[src/rtl/paint_scheduler_pkg.sv]
// Shared types and display geometry for the brush-stroke write scheduler.
package paint_pkg;

  localparam int H_ACTIVE = 640;
  localparam int V_ACTIVE = 480;
  localparam int COORD_W  = 10;
  localparam int COLOR_W  = 3;

  typedef logic [COORD_W-1:0] coord_t;
  typedef logic [COLOR_W-1:0] color_t;

  typedef struct packed {
    coord_t     x;
    coord_t     y;
    color_t     color;
    logic [1:0] radius;
  } paint_cmd_t;

  typedef enum logic [1:0] {IDLE, LOAD, PAINT} paint_state_t;

endpackage

[src/rtl/paint_scheduler_cmd_fifo.sv]
// Command queue between the SPI decoder and the stroke sequencer; head is read combinationally.
module cmd_fifo
  import paint_pkg::*;
#(
  parameter int DEPTH = 4
) (
  input  logic       clk,
  input  logic       reset_n,
  input  logic       i_push,
  input  logic       i_pop,
  input  paint_cmd_t i_data,
  output paint_cmd_t o_data,
  output logic       o_full,
  output logic       o_empty
);

  localparam int AW = $clog2(DEPTH);

  logic [AW-1:0] r_wr_ptr;
  logic [AW-1:0] r_rd_ptr;
  logic [AW:0]   r_count;
  paint_cmd_t    r_mem [DEPTH];
  logic          w_push;
  logic          w_pop;

  assign o_full  = (r_count == (AW+1)'(DEPTH));
  assign o_empty = (r_count == '0);
  assign w_push  = i_push && !o_full;
  assign w_pop   = i_pop && !o_empty;
  assign o_data  = r_mem[r_rd_ptr];

  always_ff @(posedge clk or negedge reset_n) begin
    if (!reset_n) begin
      r_wr_ptr <= '0;
      r_rd_ptr <= '0;
      r_count  <= '0;
    end else begin
      if (w_push) r_wr_ptr <= r_wr_ptr + 1'b1;
      if (w_pop)  r_rd_ptr <= r_rd_ptr + 1'b1;
      case ({w_push, w_pop})
        2'b10:   r_count <= r_count + 1'b1;
        2'b01:   r_count <= r_count - 1'b1;
        default: r_count <= r_count;
      endcase
    end
  end

  // Storage carries no reset: only the pointers decide what is valid.
  always_ff @(posedge clk) begin
    if (w_push) r_mem[r_wr_ptr] <= i_data;
  end

endmodule

[src/rtl/paint_scheduler.sv]
// Expands queued brush commands into clipped raster-order pixel writes, gated to blanking.
module paint_scheduler
  import paint_pkg::*;
#(
  parameter int FIFO_DEPTH       = 4,
  parameter bit WR_IN_BLANK_ONLY = 1'b1
) (
  input  logic               clk,
  input  logic               reset_n,
  input  logic               cmd_valid,
  output logic               cmd_ready,
  input  logic [COORD_W-1:0] cmd_x,
  input  logic [COORD_W-1:0] cmd_y,
  input  logic [COLOR_W-1:0] cmd_color,
  input  logic [1:0]         cmd_radius,
  input  logic               vid_active,
  output logic               wr_en,
  output logic [COORD_W-1:0] wr_x,
  output logic [COORD_W-1:0] wr_y,
  output logic [COLOR_W-1:0] wr_color,
  output logic               busy,
  output logic [7:0]         drop_count
);

  localparam logic signed [COORD_W:0] X_MAX = (COORD_W+1)'(H_ACTIVE - 1);
  localparam logic signed [COORD_W:0] Y_MAX = (COORD_W+1)'(V_ACTIVE - 1);

  function automatic coord_t clamp_lo(input logic signed [COORD_W:0] v);
    return (v < 0) ? '0 : v[COORD_W-1:0];
  endfunction

  function automatic coord_t clamp_hi(input logic signed [COORD_W:0] v,
                                      input logic signed [COORD_W:0] vmax);
    return (v > vmax) ? vmax[COORD_W-1:0] : v[COORD_W-1:0];
  endfunction

  paint_state_t r_state;
  paint_cmd_t   r_cmd;
  paint_cmd_t   w_head;
  paint_cmd_t   w_in;
  coord_t       r_x0, r_x1, r_y1;
  coord_t       r_wr_x, r_wr_y;
  color_t       r_wr_color;
  logic [7:0]   r_drop;
  logic         w_full, w_empty, w_pop, w_allowed, w_oob;
  logic signed [COORD_W:0] w_rad, w_x_lo, w_x_hi, w_y_lo, w_y_hi;

  assign w_in = '{x: cmd_x, y: cmd_y, color: cmd_color, radius: cmd_radius};

  cmd_fifo #(.DEPTH(FIFO_DEPTH)) u_fifo (
    .clk     (clk),
    .reset_n (reset_n),
    .i_push  (cmd_valid),
    .i_pop   (w_pop),
    .i_data  (w_in),
    .o_data  (w_head),
    .o_full  (w_full),
    .o_empty (w_empty)
  );

  assign w_pop     = (r_state == IDLE) && !w_empty;
  assign w_allowed = !WR_IN_BLANK_ONLY || !vid_active;
  assign w_oob     = (r_cmd.x >= coord_t'(H_ACTIVE)) || (r_cmd.y >= coord_t'(V_ACTIVE));

  // Signed one-bit-wider bounds so x-r below zero clamps instead of wrapping.
  assign w_rad  = {{(COORD_W-1){1'b0}}, r_cmd.radius};
  assign w_x_lo = $signed({1'b0, r_cmd.x}) - w_rad;
  assign w_x_hi = $signed({1'b0, r_cmd.x}) + w_rad;
  assign w_y_lo = $signed({1'b0, r_cmd.y}) - w_rad;
  assign w_y_hi = $signed({1'b0, r_cmd.y}) + w_rad;

  always_ff @(posedge clk) begin
    if (w_pop) r_cmd <= w_head;
    if (r_state == LOAD) begin
      r_x0 <= clamp_lo(w_x_lo);
      r_x1 <= clamp_hi(w_x_hi, X_MAX);
      r_y1 <= clamp_hi(w_y_hi, Y_MAX);
    end
  end

  always_ff @(posedge clk or negedge reset_n) begin
    if (!reset_n) begin
      r_state    <= IDLE;
      r_wr_x     <= '0;
      r_wr_y     <= '0;
      r_wr_color <= '0;
      r_drop     <= '0;
    end else begin
      case (r_state)
        IDLE: begin
          if (!w_empty) r_state <= LOAD;
        end
        LOAD: begin
          if (w_oob) begin
            if (r_drop != 8'hFF) r_drop <= r_drop + 8'd1;
            r_state <= IDLE;
          end else begin
            r_wr_x     <= clamp_lo(w_x_lo);
            r_wr_y     <= clamp_lo(w_y_lo);
            r_wr_color <= r_cmd.color;
            r_state    <= PAINT;
          end
        end
        PAINT: begin
          // Blocked cycles hold everything, so no pixel is skipped or repeated.
          if (w_allowed) begin
            if (r_wr_x < r_x1) begin
              r_wr_x <= r_wr_x + 1'b1;
            end else if (r_wr_y < r_y1) begin
              r_wr_x <= r_x0;
              r_wr_y <= r_wr_y + 1'b1;
            end else begin
              r_state <= IDLE;
            end
          end
        end
        default: r_state <= IDLE;
      endcase
    end
  end

  assign wr_en      = (r_state == PAINT) && w_allowed;
  assign wr_x       = r_wr_x;
  assign wr_y       = r_wr_y;
  assign wr_color   = r_wr_color;
  assign cmd_ready  = !w_full;
  assign busy       = !w_empty || (r_state != IDLE);
  assign drop_count = r_drop;

endmodule

[config.mk]
export PLATFORM = sky130hd
export DESIGN_NAME = paint_scheduler
export DESIGN_NICKNAME = d
export VERILOG_FILES = /design/src/rtl/paint_scheduler_pkg.sv /design/src/rtl/paint_scheduler_cmd_fifo.sv /design/src/rtl/paint_scheduler.sv
export SDC_FILE = /design/constraint.sdc
export NUM_CORES = 1
export LEC_CHECK = 0
export ABC_CLOCK_PERIOD_IN_PS = 7600
export CAP_MARGIN = 20
export CELL_PAD_IN_SITES_DETAIL_PLACEMENT = 0
export CELL_PAD_IN_SITES_GLOBAL_PLACEMENT = 1
export CORE_MARGIN = 4
export CORE_UTILIZATION = 45
export DETAILED_ROUTE_END_ITERATION = 8
export HOLD_SLACK_MARGIN = 0.03
export PLACE_DENSITY = 0.77
export SLEW_MARGIN = 20
export SYNTH_ARGS = -nofsm -noshare
export SYNTH_HDL_FRONTEND = slang
export SYNTH_SLANG_ARGS = --single-unit
export TNS_END_PERCENT = 50
[constraint.sdc]
create_clock -name clk -period 7.6 [get_ports clk]
set_clock_uncertainty 0.1 [all_clocks]
set_input_delay 0.76 -clock clk [delete_from_list [all_inputs] [get_ports clk]]
set_output_delay 0.76 -clock clk [all_outputs]
set_load 0.05 [all_outputs]
==> results.ini <==
[status]
status=complete, no violations

[clock_network]
clkTransAtPathRegs_ns=0.08
cts_tree=done
post_cts_buffers=0
cts_htree_levels=4
numClockSinks=195
ctsResizeCount=0
cts_buffers=17
clk_root_buffer_cell=clkbuf_16
clkLatencyLatePin_ns=0.43
cts_buffer_depth=2
postCtsHoldBufs=0

[worst_setup_path]
end_kind=flop
path_class=flop to flop
ff2ff_path_depth=6
crit_fanout=22
reg2reg_slack_ns=4.06
arrival_ns=3.77
cp.required_ns=7.82
critPathLaunchType=flop
r2r-start=r_state[0]$_DFFE_PN0P_
reg2reg_to=wr_y[0]$_DFFE_PN0P_

[sta]
max_slew_margin_pct=26.2
rsz0062_at_grt=no
fin_crit_sh_pct=46.6
worst_pin_slew_ns=1.11
hold_viol_final=0
fin_crit_ns=3.54
setup_tns_ns=0
final_max_slew_viol_count=0
fin_ws_ns=4.06
finalSetupViolations=0
max_freq_mhz=282

[floorplan]
die-area_um2=22500
rows=51
start_util_pct=46.2
dieWidth_um=150
dieHeight_um=150
ioPinCount=63
coreArea_um2=19700

[flow_run]
drv_cap=0

[hold_path]
holdCritPathClass=primary input to asynchronous set/reset pin

[route]
ant_nets=0
first_pass_iters=5
vias=5247
wl_um=17200
first_iter_violations=295
drc_errors=0
routedWlPerCell_um=17.3
via_per_inst=5.29

[logic_synthesis]
syn_area_per_cell_um2=14.0
async_flop_share_pct=20.5
yosys_warnings=0
yosys.cell_types.count=52
synth_edf_count=155
syn-cell-area_um2=9080
syn_nets=716
yosysSeqAreaShare_pct=62.3
synth_cells=648
synth-main-ff-cell=edfxtp_1
ys_ff_latch=195

[place]
gp_congestion=0.862
post-place-ws_ns=4.12
portBuffers=62
dp_hpwl_um=11900

[global_route]
grt_usage_pct=16.3
grt_start_max_net_pins=41
first_global_vias=5451
antenna_found_initial=0
grt-ovfl-total=0
grt_pass1_wl_um=28300

[power]
leakagePower_nw=3.80
peakVddDrop_uv=172
p_per_area_nw_per_um2=358

[final_layout]
final_util_pct=53.9
final_nets=782
layout-drive-gt1-share_pct=13.6
area_delta_synth_final_pct=16.6
final_common_cell=edfxtp_1
final_cell_mix=edfxtp_1 (155), clkdlybuf4s50_1 (61), nand2_1 (54)
antennaDiodeCount=0

## cell families (layout without fill, tap and decap cells)
group                    count (synthesis)  in the layout  share of synthesized area (%)
adder cells (fa/ha/maj)                 39             39                           5.79
XOR/XNOR                                48             48                           4.63
flip-flops                             195            195                           62.3
multiplexers                            44             44                           8.54
buffers and inverters                   64            143                           2.81
AND/OR/NAND/NOR                        167            167                           8.66
AO/OA/AOI/OAI                           91             91                           7.30
## worst max path at each step
| stage | startpoint | end | slack (ns) | cells past startpoint |
|---|---|---|---|---|
| floorplan | r_state[0]$_DFFE_PN0P_ | u_fifo.r_count[2]$_DFFE_PN0P_ | 3.75 | 7 |
| global placement | r_state[0]$_DFFE_PN0P_ | wr_y[0]$_DFFE_PN0P_ | 4.27 | 6 |
| detailed placement | r_state[0]$_DFFE_PN0P_ | wr_y[0]$_DFFE_PN0P_ | 4.12 | 6 |
| CTS | r_state[0]$_DFFE_PN0P_ | wr_en | 4.06 | 3 |
| global route | r_state[0]$_DFFE_PN0P_ | wr_y[0]$_DFFE_PN0P_ | 3.77 | 6 |
| finish | r_state[0]$_DFFE_PN0P_ | wr_y[0]$_DFFE_PN0P_ | 4.06 | 6 |
## power by group
part	switching [mW]	total (mW)	internal [mW]
logic	0.782	1.33	0.551
clock network	0.415	0.882	0.467
registers	0.169	1.58	1.41
total	1.37	3.79	2.43
## Yosys cell counts, drive strengths merged, types with 2 or more instances
| library cell | instances | area, um^2 |
|---|---|---|
| and2 | 5 | 32.5 |
| nand2b | 10 | 70.1 |
| o21a | 7 | 52.6 |
| o22ai | 2 | 12.5 |
| or4 | 2 | 15.0 |
| fa | 5 | 100 |
| o21ai | 29 | 145 |
| a21boi | 3 | 22.5 |
| a31oi | 4 | 25.0 |
| nand4 | 9 | 56.3 |
| xnor2 | 25 | 219 |
| a21oi | 18 | 113 |
| nand2 | 54 | 203 |
| mux4 | 25 | 563 |
| clkbuf | 13 | 48.8 |
| nor3 | 13 | 65.1 |
| o31ai | 4 | 30.0 |
| a2111oi | 2 | 55.1 |
| edfxtp | 155 | 4650 |
| a211oi | 5 | 42.5 |
| o2bb2ai | 2 | 17.5 |
| nor2b | 4 | 25.0 |
| and3 | 8 | 50.1 |
| buf | 11 | 56.3 |
| mux2 | 18 | 203 |
| a21o | 2 | 15.0 |
| ha | 34 | 425 |
| o221ai | 5 | 43.8 |
| a22o | 2 | 17.5 |
| nor2 | 40 | 150 |
| nand3 | 17 | 85.1 |
| dfrtp | 40 | 1000 |
| or3 | 2 | 12.5 |
| xor2 | 23 | 201 |
| inv | 40 | 150 |
## critical path: stages (launching register included)
cell and delay, ns:
dfrtp_1 0.46, nand2b_1 0.69, a2111oi_4 0.60, a21oi_2 0.12, a2111oi_4 0.99, o221ai_1 0.29, o21a_1 0.18
## layout make-up
class / instances / area (um^2)
clock inverters: 15 / 166
repair buffers: 71 / 686
multi-input cells: 389 / 3180
clock buffers: 17 / 425
fillers: 1623 / 9060
inverters: 40 / 150
flip-flops and latches: 195 / 5660
well taps: 265 / 332
## routing by layer
metal  up-vias  track usage (%)  wire length (um)
met5         -                0                 0
met4         0             5.44               261
met3        19             4.00               690
met2        91             27.0              8560
met1      2607             21.0              7660
li1       2530                -                 -
## through the flow
stage	instance area [um^2]	power [mW]	std cells	hold WS, ns
after floorplan	9080	2.54	648	0.355
after CTS	10600	3.83	992	0.402
after global placement	10000	2.90	960	0.363
final	10600	3.79	992	0.218
after detailed placement	10000	2.94	960	0.377
after global routing	10600	4.02	992	0.260
## sequential cells by signal (all words and copies together) (netlist names), 8 cells and up
name and count:
wr_y 10, drop_count 8, r_cmd 25, r_x0 10
u_fifo.r_mem 100, r_y1 10, r_x1 10, wr_x 10
(Power assumes the default switching activity.)
